### config.mk
export PLATFORM = sky130hd
export DESIGN_NAME = multicycle_ctrl
export DESIGN_NICKNAME = d
export VERILOG_FILES = /design/src/rtl/multicycle_ctrl_pkg.sv /design/src/rtl/multicycle_ctrl_mem_wait_timer.sv /design/src/rtl/multicycle_ctrl.sv
export SDC_FILE = /design/constraint.sdc
export NUM_CORES = 1
export LEC_CHECK = 0
export CAP_MARGIN = 20
export CORE_UTILIZATION = 31
export DETAILED_ROUTE_END_ITERATION = 16
export HOLD_SLACK_MARGIN = 0.08
export PLACE_DENSITY = 0.78
export SLEW_MARGIN = 20
export SYNTH_ARGS = -nofsm -noshare
export SYNTH_HDL_FRONTEND = slang
export SYNTH_SLANG_ARGS = --single-unit
### constraint.sdc
create_clock -name clk -period 1.5 [get_ports clk]
set_input_delay 0.15 -clock clk [delete_from_list [all_inputs] [get_ports clk]]
set_output_delay 0.15 -clock clk [all_outputs]
set_load 0.02 [all_outputs]
### src/rtl/multicycle_ctrl_pkg.sv
// Shared encodings for the multicycle control unit: FSM states, instruction
// classes, datapath mux selects and the imm_src/reg_src pairs that match the
// single-cycle main decoder.
package multicycle_ctrl_pkg;

    localparam logic [3:0] ST_FETCH    = 4'd0;
    localparam logic [3:0] ST_DECODE   = 4'd1;
    localparam logic [3:0] ST_MEMADR   = 4'd2;
    localparam logic [3:0] ST_MEMREAD  = 4'd3;
    localparam logic [3:0] ST_MEMWB    = 4'd4;
    localparam logic [3:0] ST_MEMWRITE = 4'd5;
    localparam logic [3:0] ST_EXECR    = 4'd6;
    localparam logic [3:0] ST_EXECI    = 4'd7;
    localparam logic [3:0] ST_ALUWB    = 4'd8;
    localparam logic [3:0] ST_BRANCH   = 4'd9;

    typedef enum logic [3:0] {
        S_FETCH    = ST_FETCH,
        S_DECODE   = ST_DECODE,
        S_MEMADR   = ST_MEMADR,
        S_MEMREAD  = ST_MEMREAD,
        S_MEMWB    = ST_MEMWB,
        S_MEMWRITE = ST_MEMWRITE,
        S_EXECR    = ST_EXECR,
        S_EXECI    = ST_EXECI,
        S_ALUWB    = ST_ALUWB,
        S_BRANCH   = ST_BRANCH
    } state_t;

    localparam logic [1:0] OP_DP      = 2'b00;
    localparam logic [1:0] OP_MEM     = 2'b01;
    localparam logic [1:0] OP_BRANCH  = 2'b10;
    localparam logic [1:0] OP_ILLEGAL = 2'b11;

    localparam logic [1:0] SRC_A_RN = 2'b00;
    localparam logic [1:0] SRC_A_PC = 2'b01;

    localparam logic [1:0] SRC_B_RM   = 2'b00;
    localparam logic [1:0] SRC_B_IMM  = 2'b01;
    localparam logic [1:0] SRC_B_FOUR = 2'b10;

    localparam logic [1:0] RES_ALUOUT = 2'b00;
    localparam logic [1:0] RES_RDATA  = 2'b01;
    localparam logic [1:0] RES_ALU    = 2'b10;

    localparam logic [1:0] IMM_DP     = 2'b00;
    localparam logic [1:0] IMM_MEM    = 2'b01;
    localparam logic [1:0] IMM_BRANCH = 2'b10;
    localparam logic [1:0] REG_DP     = 2'b00;
    localparam logic [1:0] REG_MEM    = 2'b10;
    localparam logic [1:0] REG_BRANCH = 2'b01;

    // {imm_src, reg_src} for an instruction class; illegal falls back to DP
    function automatic logic [3:0] src_sel(input logic [1:0] op);
        logic [3:0] sel;
        case (op)
            OP_MEM:    sel = {IMM_MEM, REG_MEM};
            OP_BRANCH: sel = {IMM_BRANCH, REG_BRANCH};
            default:   sel = {IMM_DP, REG_DP};
        endcase
        return sel;
    endfunction

endpackage

### src/rtl/multicycle_ctrl_mem_wait_timer.sv
// Memory wait timer: down-counter reloaded with WAIT_MAX-1 on clear, on
// timeout and in reset; each advance decrements it and an advance at zero
// is the WAIT_MAX-th consecutive stall, reported as timeout.
module mem_wait_timer #(
    parameter int WAIT_MAX = 15
) (
    input  logic clk,
    input  logic reset,
    input  logic clear,
    input  logic advance,
    output logic timeout
);

    localparam int CW = (WAIT_MAX < 2) ? 1 : $clog2(WAIT_MAX);
    localparam logic [CW-1:0] LOAD = CW'(WAIT_MAX - 1);

    logic [CW-1:0] remaining;

    assign timeout = advance && (remaining == '0);

    // reload on any restart condition, otherwise count down one per stall
    always_ff @(posedge clk) begin
        if (reset || clear || timeout) begin
            remaining <= LOAD;
        end else if (advance) begin
            remaining <= remaining - CW'(1);
        end
    end

endmodule

### src/rtl/multicycle_ctrl.sv
// Multicycle control unit for the DP-reg / DP-imm / load-store / branch
// datapath. Sequences each instruction over several cycles, gates every
// architectural write with cond_ex, and bounds memory waits with a timeout
// that raises a sticky bus_err.
// Optional performance counters are built when MULTICYCLE_CTRL_PERF_EN is
// defined; otherwise the counter ports read 0.
//
// state    | meaning
// FETCH    | read instruction at PC, PC += 4, wait for mem_ready
// DECODE   | read registers, compute PC+8, dispatch on op
// MEMADR   | compute load/store address Rn + imm
// MEMREAD  | read data memory, wait for mem_ready
// MEMWB    | write loaded data to Rd
// MEMWRITE | write data memory (waits only if cond_ex)
// EXECR    | ALU op with register operand
// EXECI    | ALU op with immediate operand
// ALUWB    | write ALU result to Rd
// BRANCH   | PC <= PC+8 + imm
module multicycle_ctrl
    import multicycle_ctrl_pkg::*;
#(
    parameter int CNT_W    = 32,
    parameter int WAIT_MAX = 15
) (
    input  logic             clk,
    input  logic             reset,
    input  logic [1:0]       op,
    input  logic             funct5,
    input  logic             funct0,
    input  logic             cond_ex,
    input  logic             mem_ready,
    output logic             pc_write,
    output logic             ir_write,
    output logic             mem_w,
    output logic             reg_w,
    output logic             adr_src,
    output logic [1:0]       alu_src_a,
    output logic [1:0]       alu_src_b,
    output logic [1:0]       result_src,
    output logic [1:0]       imm_src,
    output logic [1:0]       reg_src,
    output logic             alu_op,
    output logic             illegal,
    output logic             bus_err,
    output logic [CNT_W-1:0] cycle_cnt,
    output logic [CNT_W-1:0] instr_cnt,
    output logic [CNT_W-1:0] stall_cnt
);

    state_t state, next_state, out_state;
    logic   waiting, advance, timeout, state_change;

    // states that hold for mem_ready; a skipped store does not wait
    always_comb begin
        waiting = (state == S_FETCH) || (state == S_MEMREAD) ||
                  ((state == S_MEMWRITE) && cond_ex);
    end

    assign advance      = waiting && !mem_ready;
    assign state_change = (next_state != state);

    mem_wait_timer #(
        .WAIT_MAX (WAIT_MAX)
    ) u_wait (
        .clk     (clk),
        .reset   (reset),
        .clear   (state_change),
        .advance (advance),
        .timeout (timeout)
    );

    // next-state logic; timeout and reset both abort to FETCH
    always_comb begin
        next_state = state;
        case (state)
            S_FETCH:    if (mem_ready) next_state = S_DECODE;
            S_DECODE: begin
                case (op)
                    OP_DP:     next_state = funct5 ? S_EXECI : S_EXECR;
                    OP_MEM:    next_state = S_MEMADR;
                    OP_BRANCH: next_state = S_BRANCH;
                    default:   next_state = S_FETCH;
                endcase
            end
            S_MEMADR:   next_state = funct0 ? S_MEMREAD : S_MEMWRITE;
            S_MEMREAD:  if (mem_ready) next_state = S_MEMWB;
            S_MEMWRITE: if (!cond_ex || mem_ready) next_state = S_FETCH;
            S_EXECR,
            S_EXECI:    next_state = S_ALUWB;
            default:    next_state = S_FETCH;
        endcase
        if (reset || timeout) next_state = S_FETCH;
    end

    // state register
    always_ff @(posedge clk) begin
        if (reset) state <= S_FETCH;
        else       state <= next_state;
    end

    // sticky bus error, only reset clears it
    always_ff @(posedge clk) begin
        if (reset)        bus_err <= 1'b0;
        else if (timeout) bus_err <= 1'b1;
    end

    assign out_state = reset ? S_FETCH : state;

    // per-state datapath controls; write enables dropped on reset or timeout
    always_comb begin
        pc_write   = 1'b0;
        ir_write   = 1'b0;
        mem_w      = 1'b0;
        reg_w      = 1'b0;
        adr_src    = 1'b0;
        alu_src_a  = SRC_A_RN;
        alu_src_b  = SRC_B_RM;
        result_src = RES_ALUOUT;
        imm_src    = IMM_DP;
        reg_src    = REG_DP;
        alu_op     = 1'b0;
        illegal    = 1'b0;
        case (out_state)
            S_FETCH: begin
                alu_src_a  = SRC_A_PC;
                alu_src_b  = SRC_B_FOUR;
                result_src = RES_ALU;
                ir_write   = mem_ready;
                pc_write   = mem_ready;
            end
            S_DECODE: begin
                alu_src_a          = SRC_A_PC;
                alu_src_b          = SRC_B_FOUR;
                result_src         = RES_ALU;
                {imm_src, reg_src} = src_sel(op);
                illegal            = (op == OP_ILLEGAL);
            end
            S_MEMADR:   alu_src_b = SRC_B_IMM;
            S_MEMREAD:  adr_src = 1'b1;
            S_MEMWB: begin
                result_src = RES_RDATA;
                reg_w      = cond_ex;
            end
            S_MEMWRITE: begin
                adr_src = 1'b1;
                mem_w   = cond_ex;
            end
            S_EXECR:    alu_op = 1'b1;
            S_EXECI: begin
                alu_op    = 1'b1;
                alu_src_b = SRC_B_IMM;
            end
            S_ALUWB:    reg_w = cond_ex;
            S_BRANCH: begin
                alu_src_b  = SRC_B_IMM;
                imm_src    = IMM_BRANCH;
                result_src = RES_ALU;
                pc_write   = cond_ex;
            end
            default: ;
        endcase
        if (reset || timeout) begin
            pc_write = 1'b0;
            ir_write = 1'b0;
            mem_w    = 1'b0;
            reg_w    = 1'b0;
            illegal  = 1'b0;
        end
    end

`ifdef MULTICYCLE_CTRL_PERF_EN
    localparam logic [CNT_W-1:0] CNT_MAX = '1;

    logic [CNT_W-1:0] cyc_q, instr_q, stall_q;
    logic             enter_decode;

    assign enter_decode = (state == S_FETCH) && (next_state == S_DECODE);

    // saturating cycle / instruction / stall counters
    always_ff @(posedge clk) begin
        if (reset) begin
            cyc_q   <= '0;
            instr_q <= '0;
            stall_q <= '0;
        end else begin
            if (cyc_q != CNT_MAX)                   cyc_q   <= cyc_q + CNT_W'(1);
            if (enter_decode && instr_q != CNT_MAX) instr_q <= instr_q + CNT_W'(1);
            if (advance && stall_q != CNT_MAX)      stall_q <= stall_q + CNT_W'(1);
        end
    end

    assign cycle_cnt = cyc_q;
    assign instr_cnt = instr_q;
    assign stall_cnt = stall_q;
`else
    assign cycle_cnt = '0;
    assign instr_cnt = '0;
    assign stall_cnt = '0;
`endif

endmodule

==> implementation parameters <==
Parameter                              Value

Status
  Violated checks ... setup timing
  Status ... finished with violations

Worst setup path
  Crit Path Max Fanout ... 4
  Destination of the worst register-to-register timing path ... u_wait.remaining[1]$_SDFFE_PP1P_
  Origin of the critical flop-to-flop path ... state[2]$_SDFF_PP0_
  Total stage count of the critical path ... 8
  Largest delay share family, worst path ... buffers and inverters
  Setup Crit Path Kind ... reg2out
  Worst path bufs/invs ... 3
  Data arrival time of the worst path ... 1.69 ns
  Crit-path max cell delay ... 0.33 ns
  Worst setup SP type ... flop
  Worst Setup End Kind ... output pin
  Cell seen most often among critical-path stages ... sky130_fd_sc_hd__buf_4
  Worst reg-to-reg setup slack ... -0.29 ns
  Worst-case reg-to-reg path depth ... 7
  Crit path max-delay cell type ... sky130_fd_sc_hd__dfxtp_2
  Required time at the worst-slack endpoint ... 1.35 ns
  Sequence of cells on the critical path ... buf_6 > o21ba_4 > a22oi_2 > nand4_1 > nand2b_1 > buf_4 > nor3_2 > buf_4

Power
  Leakage ... 1.099 nW
  Peak VDD IR ... 0.2512 mV
  Pwr dens ... 567.6 nW/µm²

Floorplan
  Core Box Area ... 4848 µm²
  Number of rows created at floorplan ... 25
  Top-level I/O count ... 122
  Die width ... 73.77 µm
  Vertical die dimension ... 73.77 µm
  Initial core utilization ... 32.93%
  Total Die Area ... 5441 µm²

Finish
  Seq. cell area ... 192.7 µm²
  Area of the multi-input gates ... 1255 µm²
  Diode count ... 0
  Core Util, Final ... 47.90%
  Layout cells sized above 1 ... 44.41%
  Layout overhead on the synthesized area ... 45.45%
  Filler Cells Inserted ... 424
  Number of nets at the end of the flow ... 297

Routing
  Number of iterations in the first detailed-routing pass ... 4
  Via Count ... 1,467
  DRC marker count from the first detailed-route iteration ... 92
  Mean routed wirelength per cell ... 12.37 µm
  DRT Wirelength ... 4366 µm
  Detailed-route vias per instance ... 4.156
  Number of design rule violations left after detail routing ... 0
  Count of antenna-violating nets left after detailed routing ... 0

Logic synthesis
  Number of instances in the synthesized netlist ... 214
  Synth Cell Area ... 1597 µm²
  Leading area contributor after synthesis ... sky130_fd_sc_hd__buf_4
  Async S/R FF share, synth ... 0%
  Top FF cell, synth ... sky130_fd_sc_hd__dfxtp_1
  Share of the synthesized area in the top cell type ... 46.55%
  #FFs+latches synth ... 9
  Dominant cells by area after synthesis ... sky130_fd_sc_hd__buf_4 (47%), sky130_fd_sc_hd__dfxtp_1 (11%), sky130_fd_sc_hd__nor3_1 (3.1%)
  Mean post-synth cell area ... 7.460 µm²
  Count of flip-flops with a built-in enable after synthesis ... 0
  Count of unique library cells instantiated by Yosys ... 46
  Sequential cell area fraction in the yosys report ... 11.29%
  Synthesis warning total ... 0

Min path
  Path type of the worst min-delay path ... in2reg
  Worst Hold Path EP ... bus_err$_SDFFE_PP0P_
  Hold Path Cell Cnt ... 3
  Worst hold path startpoint ... reset

Global routing
  Antenna violations before repair ... 0
  Overflow after GRT ... 0
  Wire length of the first global-routing pass ... 5920 µm
  Pin count of the biggest net entering global routing ... 14
  Total track usage ... 14.63%
  Via count of the first global-routing pass ... 1,304

Timing
  Worst hold slack ... 0.3628 ns
  Setup-failing EPs final ... 19
  Portion of the clock cycle consumed by the worst path in the final layout ... 122.6%
  Final Hold Fails ... 0
  Highest achievable clock rate ... 543.7 MHz
  Clock period minus worst slack ... 1.839 ns
  Final Skew ... 0.009037 ns
  Fin. max-slew vios ... 0
  Unrepaired setup endpoints after global routing ... yes
  Worst setup slack after layout ... -0.3392 ns

Clocking
  Clock latency on the worst-skew pair ... 0.24 ns
  Hold buffer count at CTS ... 0
  H-tree lvl count ... 1
  TritonCTS clock tree ... done
  Sink Count ... 9
  Total clock buffers created by CTS ... 3
  Clock slew seen by the registers of the worst setup and hold paths ... 0.05 ns
  Root buffer cell ... sky130_fd_sc_hd__clkbuf_8
  Clock buffer depth ... 2

Placed design
  Port-buffer cells ... 24
  Final HPWL DP ... 2528 µm
  Final weighted congestion of routability-driven global placement ... 0.9137

Run
  Max-capacitance violation count ... 0
[how the worst max path moves through the flow]
stage,from,slack (ns),endpoint
finish,state[2]$_SDFF_PP0_,-0.34,mem_w
global route,state[2]$_SDFF_PP0_,-0.39,mem_w
CTS,state[2]$_SDFF_PP0_,-0.26,mem_w
detailed placement,cond_ex,-0.57,mem_w
global placement,cond_ex,-0.53,mem_w
floorplan,state[1]$_SDFF_PP0_,-0.02,adr_src
[power by group]
part           leakage (nW)  internal (W)  total [W]  switching (W)
sequential           0.0759      0.000250   0.000267      0.0000169
combinational         0.998      0.000283   0.000762       0.000479
clock                0.0255      0.000182   0.000289       0.000107
[cell families after synthesis]
family	Yosys count	share of synthesized area (%)
compound gates	24	11.13
mux	2	1.332
flops	9	11.29
buf+inv	111	50.47
other cells	1	0.2349
xor+xnor	4	2.195
fa+ha+maj	2	1.567
simple gates	61	21.79
[cell usage in the layout (no fill, tap or decap), types with 4 or more instances in the layout]
master and n:
sky130_fd_sc_hd__a21oi_1 4, sky130_fd_sc_hd__buf_4 49, sky130_fd_sc_hd__buf_6 15, sky130_fd_sc_hd__clkdlybuf4s50_1 4, sky130_fd_sc_hd__conb_1 97, sky130_fd_sc_hd__dfxtp_1 5
sky130_fd_sc_hd__nand2_1 5, sky130_fd_sc_hd__nor2_1 9, sky130_fd_sc_hd__nor3_1 6, sky130_fd_sc_hd__nor3_2 4
[worst min-delay path, stage by stage]
cell	delay (ns)
sky130_fd_sc_hd__dlymetal6s2s_1	0.16
sky130_fd_sc_hd__buf_6	0.19
sky130_fd_sc_hd__a21oi_1	0.05
[timing repair]
action	in CTS	in global routing
pin swaps	16	19
endpoints found under the setup margin	22	25
cloned	1	0
buffers inserted	22	7
gates resized for setup	125	37
[through the flow]
stage	power (W)	setup slack [ns]	cells	TNS [ns]	area, µm²
global route	0.001390	-0.3879	353	-4.202	2322
finish	0.001318	-0.3392	353	-2.875	2322
global placement	0.0008241	-0.5317	327	-8.681	1778
detailed placement	0.0008335	-0.5664	327	-9.272	1778
floorplan	0.0008718	-0.02137	310	-0.06046	1998
CTS	0.001235	-0.2578	352	-2.316	2123
[synthesized netlist by cell type, types with 2 or more instances]
library cell and instances:
sky130_fd_sc_hd__nor4_1 5, sky130_fd_sc_hd__o21bai_1 2, sky130_fd_sc_hd__nor3_1 10, sky130_fd_sc_hd__a211oi_1 3, sky130_fd_sc_hd__dfxtp_1 9, sky130_fd_sc_hd__a22oi_1 2, sky130_fd_sc_hd__a21oi_1 7, sky130_fd_sc_hd__xor2_1 2
sky130_fd_sc_hd__nor2_1 13, sky130_fd_sc_hd__clkbuf_1 3, sky130_fd_sc_hd__inv_1 3, sky130_fd_sc_hd__nand2b_1 7, sky130_fd_sc_hd__xnor2_1 2, sky130_fd_sc_hd__ha_1 2, sky130_fd_sc_hd__buf_4 99, sky130_fd_sc_hd__or2_1 3
sky130_fd_sc_hd__nand3_1 5, sky130_fd_sc_hd__nand2_1 7, sky130_fd_sc_hd__buf_6 2, sky130_fd_sc_hd__buf_2 2
[state kept, by name, indices dropped and copies added (netlist names)]
name,flops
bus_err,1
state,4
u_wait.remaining,4
[area by class of cell]
type	instances	area share [%]
Sequential cell	9	8.297
Inverter	4	0.7543
Tap cell	67	3.610
Clock buffer	3	1.778
Multi-Input combinational cell	190	54.04
Timing Repair Buffer	79	31.30
Clock inverter	1	0.2155
[layer usage]
| layer | vias to the layer above | GRT usage [%] | routed length, µm |
|---|---|---|---|
| met5 | - | 0 | 0 |
| met4 | 0 | 7.265 | 183 |
| met3 | 17 | 3.567 | 291 |
| met2 | 98 | 29.77 | 2447 |
| met1 | 690 | 13.09 | 1443 |
| li1 | 662 | - | - |
(Power assumes the default switching activity.)
==> RTL change 1: new RTL, config.mk and constraints unchanged <==
Set the parameter `CNT_W` to 48 (it was 32).
--- a/src/rtl/multicycle_ctrl.sv
+++ b/src/rtl/multicycle_ctrl.sv
@@ -21,3 +21,3 @@
 #(
-    parameter int CNT_W    = 32,
+    parameter int CNT_W    = 48,
     parameter int WAIT_MAX = 15
Interface: changed (resized cycle_cnt, instr_cnt and stall_cnt); port bits go from 122 to 170. No check against the original RTL was run, so the function may have changed too.
==> RTL change 1 against the original RTL <==
The flow still finishes with violations (setup timing); area after synthesis increased by 23%; total power decreased by 0.80%; hold slack better by 0.025 ns; synthesized cell count rose by 22%; critical path depth unchanged; routed wire length decreased by 18%; global-route usage fell by 5.0 points; sequential cell count unchanged; final area down 3.8%; worst setup slack better by 0.045 ns; largest cell class unchanged.
==> RTL change 1: results (changes against the original RTL) <==
metric	value	unit	change
clk buf depth	2		unchanged
largest net degree at the start of global routing	13		-1
CP max FO	5		+1
maximum vdd drop	177	µV	-30%
vias in the first global route	1135		-13%
synth unique cells	46		unchanged
P_leak	1.16	nW	+5.9%
top cell family by delay on the critical path	buffers and inverters		
Final setup viols	17		-2
Critical Path AT	1.64	ns	-0.05 ns
Final WS setup	-0.294	ns	+0.0451 ns
first-pass GRT wire length	5080	µm	-14%
max incr delay on CP	0.34	ns	
clk_skew	0.00399	ns	-0.00505 ns
via count	1467		unchanged
Sum Neg Setup Slack	-2.05	ns	+0.821 ns
layout cell share with drive strength beyond 1	31.1	%	-13 points
DR WL/cell	8.90	µm	-28%
Total GRT Usage	9.61	%	-5.0 points
commonest cells in the netlist	147 x buf_4, 13 x nor2_1, 10 x nor3_1		
fill count	611		+44%
placed inst area	2000	µm²	+12%
First-pass DRT Iterations	4		unchanged
Synth area leaders	buf_4 56%, dfxtp_1 9.2%, nor3_1 2.6%		
failing checks	setup timing		
fin nets	336		+13%
HPWL after DPL	2700	µm	+6.8%
initial DRC count	32		-65%
sequential share of the synthesized area	9.21	%	-2.1 points
Antenna Cells	0		unchanged
worst skew pair latency	0.23	ns	
fraction of registers with async set/reset	0	%	unchanged
Port Buffers	24		unchanged
RD Place Congestion	0.766		-16%
status	complete, but fails checks		
-- RTL change 1: cell count changes after synthesis, sizes merged --
cell  delta
buf     +48
-- RTL change 1: worst paths after layout --
check	startpoint	slack, ns	depth (start not counted)	end
worst max register to register	state[1]	-0.26	8	u_wait.remaining[3]
worst min-delay path	reset	0.39	3	bus_err
worst max-delay path	state[2]	-0.29	8	mem_w
worst min register to register	bus_err	0.46	2	bus_err
-- RTL change 1: report_power, final --
part           total (W)  switching, W  leakage [nW]  internal [W]
clock           0.000280     0.0000988        0.0255      0.000181
sequential      0.000264     0.0000136        0.0755      0.000250
combinational   0.000763      0.000535          1.06      0.000228
total            0.00131      0.000647          1.16      0.000660
-- RTL change 1: worst register-to-register path: cells and delay by family (launching register included) --
kind,cells,cell delay [ns]
compound gates,1,0.17
buf+inv,3,0.42
flops,1,0.36
simple gates,4,0.68
-- RTL change 1: cell families after synthesis --
| family | after synthesis | synth area share, % |
|---|---|---|
| xor+xnor | 4 | 1.79 |
| simple gates | 61 | 17.8 |
| buf+inv | 159 | 59.6 |
| fa+ha+maj | 2 | 1.28 |
| other cells | 1 | 0.192 |
| compound gates | 24 | 9.08 |
| flops | 9 | 9.21 |
| mux | 2 | 1.09 |
-- RTL change 1: what timing repair did --
item	CTS	global route
gates resized for setup	90	32
setup endpoints to repair	24	21
hold buffers	0	0
pin swaps	7	6
buffers inserted	11	2
-- RTL change 1: final cells by class --
type,count,share of cell area [%]
clock buffer,3,1.85
clock inverter,1,0.224
inverter,4,0.784
multi-input combinational,238,58.4
sequential,9,8.52
tap,75,4.20
timing repair buffer,70,26.0
-- RTL change 1: per-stage QoR --
step | cells | utilization (%) | total power, W | hold WS, ns | worst slack (ns)
CTS | 400 | 36.2 | 0.00127 | 0.450 | -0.280
global placement | 387 | 33.4 | 0.000931 | 0.437 | -0.507
detailed placement | 387 | 33.4 | 0.000939 | 0.443 | -0.533
finish | 400 | 37.3 | 0.00131 | 0.388 | -0.294
global route | 400 | 37.3 | 0.00139 | 0.411 | -0.399
floorplan | 406 | - | 0.00107 | 0.348 | -0.0214
-- RTL change 1: layer usage --
metal	global-route usage, %	up-vias	part of all wire [%]
met1	10.4	676	36
met5	0	-	0
li1	-	696	-
met3	1.33	2	7.8
met4	3.21	0	0.70
met2	18.8	93	56
==> RTL change 2: new RTL, config.mk and constraints unchanged <==
Without the edit above. Put one more register stage on the output `bus_err`. The value now appears one clock later. The other outputs are not delayed to match.
--- a/src/rtl/multicycle_ctrl.sv
+++ b/src/rtl/multicycle_ctrl.sv
@@ -49,2 +49,4 @@
 
+    logic bus_err_s0;
+
     state_t state, next_state, out_state;
@@ -102,4 +104,4 @@
     always_ff @(posedge clk) begin
-        if (reset)        bus_err <= 1'b0;
-        else if (timeout) bus_err <= 1'b1;
+        if (reset)        bus_err_s0 <= 1'b0;
+        else if (timeout) bus_err_s0 <= 1'b1;
     end
@@ -200,2 +202,6 @@
 
+    always_ff @(posedge clk) begin
+        bus_err <= bus_err_s0;
+    end
+
 endmodule
Check against the original RTL: no difference found for any inputs over 10 cycles, from zero or initial values and one cycle with reset high; that may be too few to reach the edited logic, so the function may still have changed.
==> RTL change 2 against the original RTL <==
The flow still finishes with violations (setup timing); critical path depth shrank 2; total power grew 1.3%; area after synthesis grew 1.0%; clock power grew 14%; final area shrank 0.81%; non-clock buffer count is the same; critical endpoint unchanged; worst setup slack gained 0.050 ns; sequential cell count grew 1; routed wire length grew 0.82%.
==> RTL change 2: results (changes against the original RTL) <==
metric	value	unit	change
status	complete, but fails checks		
failing checks	setup timing		
Synth area leaders	buf_4 46%, dfxtp_1 12%, nor3_1 3.1%		
P_leak	1.11	nW	+0.57%
commonest cells in the netlist	98 x buf_4, 11 x nor2_1, 10 x dfxtp_1, 10 x nor3_1, 9 x nand2_1		
fin cells	355		+0.57%
Critical Path AT	1.64	ns	-0.05 ns
pre-CTS WS	-0.695	ns	-0.129 ns
Reg-to-Reg Start	state[0]		
Total GRT Usage	15.0	%	+0.33 points
clk_skew	0.00356	ns	-0.00548 ns
maximum vdd drop	235	µV	-6.3%
Final WS setup	-0.290	ns	+0.0495 ns
vias in the first global route	1326		+1.7%
layout cell share with drive strength beyond 1	41.0	%	-3.4 points
initial DRC count	74		-20%
Final setup viols	20		+1
Cells after DPL	332		+1.5%
First-pass DRT Iterations	4		unchanged
Hold Crit Class	flop to flop		
DRT Wirelength	4400	µm	+0.82%
Largest regs	state (4), u_wait.remaining (4)		
reg2reg end	u_wait.remaining[0]		
sequential share of the synthesized area	12.4	%	+1.1 points
setup slack, reg-to-reg	-0.27	ns	+0.02 ns
fin nets	299		+0.67%
fill count	441		+4.0%
first-pass GRT wire length	6110	µm	+3.3%
via count	1505		+2.6%
## RTL change 2: repair_timing
| item | 4_1_cts | 5_1_grt |
|---|---|---|
| resized for setup | 122 | 17 |
| pin swaps | 15 | 15 |
| setup buffers | 16 | 7 |
| endpoints found under the setup margin | 24 | 24 |
| hold buffers | 0 | 0 |
## RTL change 2: layout make-up
class	count	share of cell area, %
Sequential cell	10	9.23
Clock buffer	4	2.39
Timing Repair Buffer	79	30.0
Tap cell	67	3.64
Multi-Input combinational cell	189	53.7
Inverter	6	0.978
## RTL change 2: cell families (layout without fill, tap and decap cells)
group                    after synthesis  count (layout)  share of synthesized area (%)
other                                  1              97                          0.233
adder cells (fa/ha/maj)                2               2                           1.55
buffers and inverters                111              89                           49.2
AO/OA/AOI/OAI                         22              22                           11.1
flip-flops                            10              10                           12.4
AND/OR/NAND/NOR                       64              64                           23.4
XOR/XNOR                               4               4                           2.17
## RTL change 2: critical path: stages (launching register included)
cell	delay, ns
dfxtp_2	0.33
nand2b_4	0.15
a2111oi_4	0.33
nand4b_1	0.22
nand2b_4	0.16
nor3_2	0.06
buf_4	0.15
## RTL change 2: worst min-delay path by stage
stage | to | slack, ns | cells after the start
detailed placement | bus_err | 0.34 | 0
global placement | bus_err | 0.34 | 0
CTS | bus_err | 0.35 | 0
global route | bus_err | 0.36 | 0
floorplan | bus_err | 0.33 | 0
finish | bus_err | 0.35 | 0
## RTL change 2: through the flow
stage | area (µm²) | hold slack (ns)
after global placement | 1890 | 0.338
after detailed placement | 1890 | 0.340
after CTS | 2200 | 0.351
final | 2300 | 0.350
after floorplan | 2080 | 0.331
after global routing | 2300 | 0.358
## RTL change 2: power breakdown
| part | leakage, nW | total, W | switching (W) | internal (W) |
|---|---|---|---|---|
| registers | 0.0839 | 0.000292 | 0.0000156 | 0.000276 |
| logic | 0.993 | 0.000714 | 0.000458 | 0.000256 |
| clock network | 0.0288 | 0.000329 | 0.0000993 | 0.000230 |
## RTL change 2: per-layer routing
layer  vias to the layer above  track usage (%)  routed length [µm]
li1                        669                -                   -
met1                       707             15.2                1540
met2                       109             27.2                2280
met3                        20             5.15                 422
met4                         0             7.48                 163
met5                         -                0                   0
